File: src/rtl/decode_issue_buffer_pkg.sv
// Shared definitions for the decode/issue buffer: default geometry, the packed
// instruction payload layout and a small lane-run helper.
package decode_issue_buffer_pkg;

  localparam int LANES_DEF   = 2;
  localparam int DEPTH_DEF   = 8;

  localparam int WIDTH_PC    = 32;
  localparam int WIDTH_INST  = 32;
  localparam int WIDTH_UOP   = 16;
  localparam int WIDTH_IMM   = 32;
  localparam int WIDTH_REG   = 5;
  localparam int WIDTH_ECODE = 6;
  localparam int WIDTH_RSVD  = 160 - (WIDTH_PC + WIDTH_INST + WIDTH_UOP + WIDTH_IMM
                                      + 3 * WIDTH_REG + 1 + WIDTH_ECODE);

  // One decoded instruction; pc sits in the least-significant bits.
  typedef struct packed {
    logic [WIDTH_RSVD-1:0]  rsvd;
    logic                   excp;
    logic [WIDTH_ECODE-1:0] ecode;
    logic [WIDTH_REG-1:0]   rk;
    logic [WIDTH_REG-1:0]   rj;
    logic [WIDTH_REG-1:0]   rd;
    logic [WIDTH_IMM-1:0]   imm;
    logic [WIDTH_UOP-1:0]   uop;
    logic [WIDTH_INST-1:0]  inst;
    logic [WIDTH_PC-1:0]    pc;
  } payload_t;

  localparam int PAYLOAD_W_DEF = $bits(payload_t);

  // Length of the run of set bits starting at bit 0 (up to four lanes).
  function automatic logic [2:0] lead_run4(input logic [3:0] v);
    logic [2:0] r;
    casez (v)
      4'b1111: r = 3'd4;
      4'b?111: r = 3'd3;
      4'b??11: r = 3'd2;
      4'b???1: r = 3'd1;
      default: r = 3'd0;
    endcase
    return r;
  endfunction

endpackage

File: src/rtl/decode_issue_buffer_issue_prefix_mask.sv
// Issue-group selection: which of the oldest LANES entries may issue together,
// and how many of them the consumer actually takes this cycle.
module issue_prefix_mask
  import decode_issue_buffer_pkg::*;
#(
  parameter int LANES = LANES_DEF,
  parameter int CNT_W = 4
) (
  input  logic [CNT_W-1:0] count,
  input  logic [LANES-1:0] win_priv,
  input  logic [LANES-1:0] out_ready,
  output logic [LANES-1:0] issue_vld,
  output logic [CNT_W-1:0] deq_cnt
);

  // A priv entry closes the group: it may only sit in lane 0, and nothing
  // younger than a non-priv lane-0 entry may join past a priv entry.
  always_comb begin
    logic blocked;
    blocked   = 1'b0;
    issue_vld = '0;
    for (int k = 0; k < LANES; k++) begin
      blocked      = blocked | win_priv[k];
      issue_vld[k] = (count > CNT_W'(k)) & ((k == 0) | ~blocked);
    end
  end

  // Dequeue only the leading run of lanes that are both valid and accepted.
  always_comb begin
    logic [3:0] take4;
    take4              = '0;
    take4[LANES-1:0]   = issue_vld & out_ready;
    deq_cnt            = CNT_W'(lead_run4(take4));
  end

endmodule

File: src/rtl/decode_issue_buffer.sv
// Multi-lane decode/issue circular buffer. Accepts up to LANES instructions
// per cycle, presents the oldest entries one cycle later, and keeps priv
// instructions isolated in their own issue group.
module decode_issue_buffer
  import decode_issue_buffer_pkg::*;
#(
  parameter int LANES     = LANES_DEF,
  parameter int DEPTH     = DEPTH_DEF,
  parameter int PAYLOAD_W = PAYLOAD_W_DEF
) (
  input  logic                         aclk,
  input  logic                         areset,
  input  logic                         flush,
  input  logic [LANES-1:0]             in_valid,
  input  logic [LANES-1:0]             in_priv,
  input  logic [LANES*PAYLOAD_W-1:0]   in_payload,
  output logic                         in_ready,
  output logic [LANES-1:0]             out_valid,
  output logic [LANES-1:0]             out_priv,
  output logic [LANES*PAYLOAD_W-1:0]   out_payload,
  input  logic [LANES-1:0]             out_ready,
  output logic [$clog2(DEPTH+1)-1:0]   count,
  output logic                         empty,
  output logic                         full
);

  localparam int PTR_W = $clog2(DEPTH);
  localparam int CNT_W = $clog2(DEPTH+1);

  logic [PAYLOAD_W-1:0] ent_pay_p1 [DEPTH];
  logic [DEPTH-1:0]     ent_priv_p1;
  logic [PTR_W-1:0]     head_p1;
  logic [PTR_W-1:0]     tail_p1;
  logic [CNT_W-1:0]     count_p1;

  logic                 enq_go;
  logic [CNT_W-1:0]     enq_cnt;
  logic [CNT_W-1:0]     deq_cnt;
  logic [LANES-1:0]     win_priv;
  logic [LANES-1:0]     issue_vld;

  // Space check uses only the registered occupancy; a same-cycle dequeue
  // never frees room for this cycle's group.
  assign in_ready = (count_p1 <= CNT_W'(DEPTH - LANES));
  assign count    = count_p1;
  assign empty    = (count_p1 == '0);
  assign full     = (count_p1 == CNT_W'(DEPTH));

  // Enqueue size is the leading contiguous prefix of in_valid.
  always_comb begin
    logic [3:0] in_vld4;
    in_vld4            = '0;
    in_vld4[LANES-1:0] = in_valid;
    enq_go             = in_ready & in_valid[0];
    enq_cnt            = enq_go ? CNT_W'(lead_run4(in_vld4)) : '0;
  end

  // Priv flags of the LANES oldest slots, wrapping around the ring.
  always_comb begin
    win_priv = '0;
    for (int k = 0; k < LANES; k++) begin
      win_priv[k] = ent_priv_p1[head_p1 + PTR_W'(k)];
    end
  end

  issue_prefix_mask #(
    .LANES (LANES),
    .CNT_W (CNT_W)
  ) u_issue_prefix_mask (
    .count     (count_p1),
    .win_priv  (win_priv),
    .out_ready (out_ready),
    .issue_vld (issue_vld),
    .deq_cnt   (deq_cnt)
  );

  // Present the oldest entries; lanes not issuing are forced to zero so the
  // unreset storage never leaks onto the outputs.
  always_comb begin
    out_valid   = issue_vld;
    out_priv    = '0;
    out_payload = '0;
    for (int k = 0; k < LANES; k++) begin
      if (issue_vld[k]) begin
        out_priv[k]                           = ent_priv_p1[head_p1 + PTR_W'(k)];
        out_payload[k*PAYLOAD_W +: PAYLOAD_W] = ent_pay_p1[head_p1 + PTR_W'(k)];
      end
    end
  end

  // Pointer and occupancy state; flush and reset both empty the ring.
  always_ff @(posedge aclk or posedge areset) begin
    if (areset) begin
      head_p1  <= '0;
      tail_p1  <= '0;
      count_p1 <= '0;
    end else if (flush) begin
      head_p1  <= '0;
      tail_p1  <= '0;
      count_p1 <= '0;
    end else begin
      head_p1  <= head_p1 + PTR_W'(deq_cnt);
      tail_p1  <= tail_p1 + PTR_W'(enq_cnt);
      count_p1 <= count_p1 + enq_cnt - deq_cnt;
    end
  end

  // Entry storage, written in lane order at the tail; not reset.
  always_ff @(posedge aclk) begin
    if (!flush) begin
      for (int k = 0; k < LANES; k++) begin
        if (CNT_W'(k) < enq_cnt) begin
          ent_pay_p1[tail_p1 + PTR_W'(k)]  <= in_payload[k*PAYLOAD_W +: PAYLOAD_W];
          ent_priv_p1[tail_p1 + PTR_W'(k)] <= in_priv[k];
        end
      end
    end
  end

endmodule

File: config.mk
export PLATFORM = sky130hd
export DESIGN_NAME = decode_issue_buffer
export DESIGN_NICKNAME = d
export VERILOG_FILES = /design/src/rtl/decode_issue_buffer_pkg.sv /design/src/rtl/decode_issue_buffer_issue_prefix_mask.sv /design/src/rtl/decode_issue_buffer.sv
export SDC_FILE = /design/constraint.sdc
export NUM_CORES = 2
export LEC_CHECK = 0
export CAP_MARGIN = 10
export CORE_ASPECT_RATIO = 0.5
export CORE_MARGIN = 4
export CORE_UTILIZATION = 45
export DETAILED_ROUTE_END_ITERATION = 7
export HOLD_SLACK_MARGIN = 0.02
export PLACE_DENSITY = 0.63
export REMOVE_ABC_BUFFERS = 1
export SLEW_MARGIN = 20
export SYNTH_ARGS = -nofsm -noshare
export SYNTH_HDL_FRONTEND = slang
export SYNTH_SLANG_ARGS = --single-unit
File: constraint.sdc
create_clock -name aclk -period 12.6 [get_ports aclk]
set_input_delay 3.15 -clock aclk [delete_from_list [all_inputs] [get_ports aclk]]
set_output_delay 3.15 -clock aclk [all_outputs]
set_load 0.005 [all_outputs]
==> results.toml <==
[detailed_routing]
vias = 47100
route.met3.wl_um = 15000
drc = 0
met2_wirelength_um = 123000
first_iter_violations = 4335
ant_nets = 0
first_pass_iters = 7
routed.top_layer = "met5"
vias_per_cell = 6.36
drt_wl_total_um = 243000
wire_per_inst_um = 32.9
m1WireLength_um = 96300

[worst_setup_path]
ff2ff_path_depth = 11
path_buf_inv = 5
r2r_slack_ns = 6.95
cp_cell_sequence = "buf_4, buf_4, buf_4, buf_4, mux4_2, mux2i_1, nor2_1, clkdlybuf4s50_1"
critical_path_peak_fanout = 57
worst_setup_path_start_kind = "flop"
slowest_delay_ns = 1.00
crit_slowest_cell = "dfrtp_4"
critPathTopFamily = "buffers and inverters"
cp.required_ns = 9.45
critPathCaptureType = "primary output"
path_class = "flop to primary output"
cp.arrival_ns = 6.51
r2r_start = "count[3]"
reg2reg_to = "ent_pay_p1[1][43]"
cpMostUsedCell = "buf_4"

[global_route]
antenna_found_initial = 57
grt_max_degree = 121
grtUsageTotal = 0.276
grt_pass1_wl_um = 350000
grt-ovfl-total = 0
grt_pass1_vias = 50000

[sta]
setup_viol = 0
final-max-slew-violation-count = 0
relSlewSlack = 0.165
whs_ns = 0.747
worst_slew_pin_slew_ns = 1.25
finalCritPeriodShare = 0.767
clock_skew_ns = 0.0427
rsz0062_at_grt = "no"
layout_min_cycle_time_ns = 9.66
hold_violations = 0
max_freq_mhz = 104

[placement]
io_buffer_count = 658
dp.final_hpwl_um = 141000
gp_congestion = 0.829
placedCellCount = 7118
place_area_mm2 = 0.0836

[synthesis]
syn_area_mm2 = 0.0750
ys.flop_type = "edfxtp_1"
yosys.area.top_type = "edfxtp_1"
synthCells = 4555
yosys_register_bits = 1298
avgSynthCellArea_um2 = 16.5
synth-edff-count = 1288
yosysUniqueCellTypes = 43
synth_top_area_frac = 0.516
yosysWarningCount = 0
synth-seq-area-share = 0.519
synth.area.top_cells = "edfxtp_1 52%, mux4_2 19%, mux2_2 17%"
async_flop_share = 0.00770

[cells_and_area]
drive_gt1_frac = 0.397
syn2layout_area_growth_pct = 17.3
final_cell_mix = "1288 x edfxtp_1, 1104 x mux2_2, 658 x clkdlybuf4s50_1"
design_area_mm2 = 0.0880
final_common_cell = "edfxtp_1"
finalNonFillerCells = 7403
nets = 5414

[die]
start_util = 0.455
num_io_pins = 660
core_mm2 = 0.165
std_cell_rows = 105
die-area_mm2 = 0.174
fp.dieH_um = 297
die_w_um = 585

[clocking]
post-cts-setup-buffers = 0
clk_latency_ns = 0.78
cts.htree.levels = 4
cts_resized = 0
clock_sinks = 1298
cts_max_path_buffers = 4
cts_tree = "yes"
clk_pin_slew_ns = 0.06
holdBufCountCts = 0
cts_buffers = 142
cts-root-buf = "clkbuf_16"

[power_and_ir_drop]
p_leak_nw = 27.0
ir_drop_mv = 0.262
total_power_mw = 16.8
cellPowerDensity_mw_per_mm2 = 191

[min_path]
hold_class = "flop to flop"
holdPathEnd = "count[0]"
hold_depth = 2
holdCritStartpoint = "count[0]"

[run]
max_cap_violations = 0

[status]
status = "completed"
-- report_power, final --
part	total (mW)	leakage, nW	internal (mW)	switching, mW
combinational	7.54	13.1	3.87	3.67
clock	4.08	2.11	2.32	1.76
sequential	5.17	11.8	5.01	0.166
-- area by class of cell --
| class | count | area, µm² |
|---|---|---|
| Inverter | 15 | 61.3 |
| Fill cell | 13300 | 76800 |
| Tap cell | 2193 | 2740 |
| Timing Repair Buffer | 751 | 7510 |
| Antenna cell | 51 | 128 |
| Clock buffer | 167 | 3710 |
| Clock inverter | 67 | 579 |
| Sequential cell | 1298 | 38900 |
| Multi-Input combinational cell | 2861 | 34300 |
-- worst reg2reg max path, stage by stage, from the launching register on --
cell and delay (ns):
dfrtp_1 0.41, inv_1 0.11, ha_1 0.18, a21bo_2 0.17
nand3_1 0.36, nor2_2 0.28, inv_2 0.28, nor4_4 0.36
buf_4 0.89, buf_4 0.89, buf_4 1.01, mux2_2 0.45
-- worst max-delay path by stage --
stage / from / to / slack, ns / cells past startpoint
after floorplan: head_p1[0] / out_valid[1] / -25.35 / 5
after global placement: head_p1[0] / out_payload[69] / 3.71 / 8
after detailed placement: head_p1[0] / out_payload[116] / 3.62 / 8
after CTS: head_p1[0] / out_payload[116] / 2.78 / 8
after global routing: head_p1[0] / out_payload[116] / 2.39 / 8
final: head_p1[0] / out_payload[116] / 2.94 / 8
-- logic make-up (layout without fill, tap and decap cells) --
group,count (synthesis),count (layout),synth area share
AO/OA/AOI/OAI,190,190,0.0134
XOR/XNOR,8,8,0.000934
adder cells (fa/ha/maj),16,16,0.00307
buffers and inverters,396,1000,0.0252
flip-flops,1298,1298,0.519
multiplexers,2087,2087,0.407
other,1,52,0.0000500
AND/OR/NAND/NOR,559,559,0.0313
-- sequential cells by signal, indices dropped and copies added (netlist names) --
signal / count
ent_priv_p1: 8
tail_p1: 3
count: 4
ent_pay_p1: 1280
head_p1: 3
-- stage by stage --
stage                     setup TNS (ns)  setup WS [ns]   util
after floorplan                 -7655.01         -25.35      -
after global placement                 0           3.71  0.507
after detailed placement               0           3.62  0.507
after CTS                              0           2.78  0.533
after global routing                   0           2.39  0.534
final                                  0           2.94  0.534
-- cells in the mapped netlist, types with 4 or more instances --
master,number
a21oi_1,164
buf_6,18
o31ai_1,4
or3_1,13
clkbuf_1,128
o21bai_1,4
mux2i_1,163
nand2_1,328
dfrtp_1,10
buf_4,12
xnor2_1,4
fa_1,4
a31oi_1,8
edfxtp_1,1288
mux2_2,1104
nor2b_1,7
mux2_1,178
nand3_1,7
o21ai_0,4
buf_1,45
nor2_1,172
nor4_4,7
ha_1,12
xor2_1,4
nor4_1,8
or2_2,4
buf_2,178
inv_1,13
mux4_2,642
-- metal layers --
metal  track usage  up-vias
met5             0        -
met4         0.116        4
met1         0.365    25200
met3        0.0355      398
li1              -    19600
met2         0.465     1888
Power figures use the tool's default switching activity.
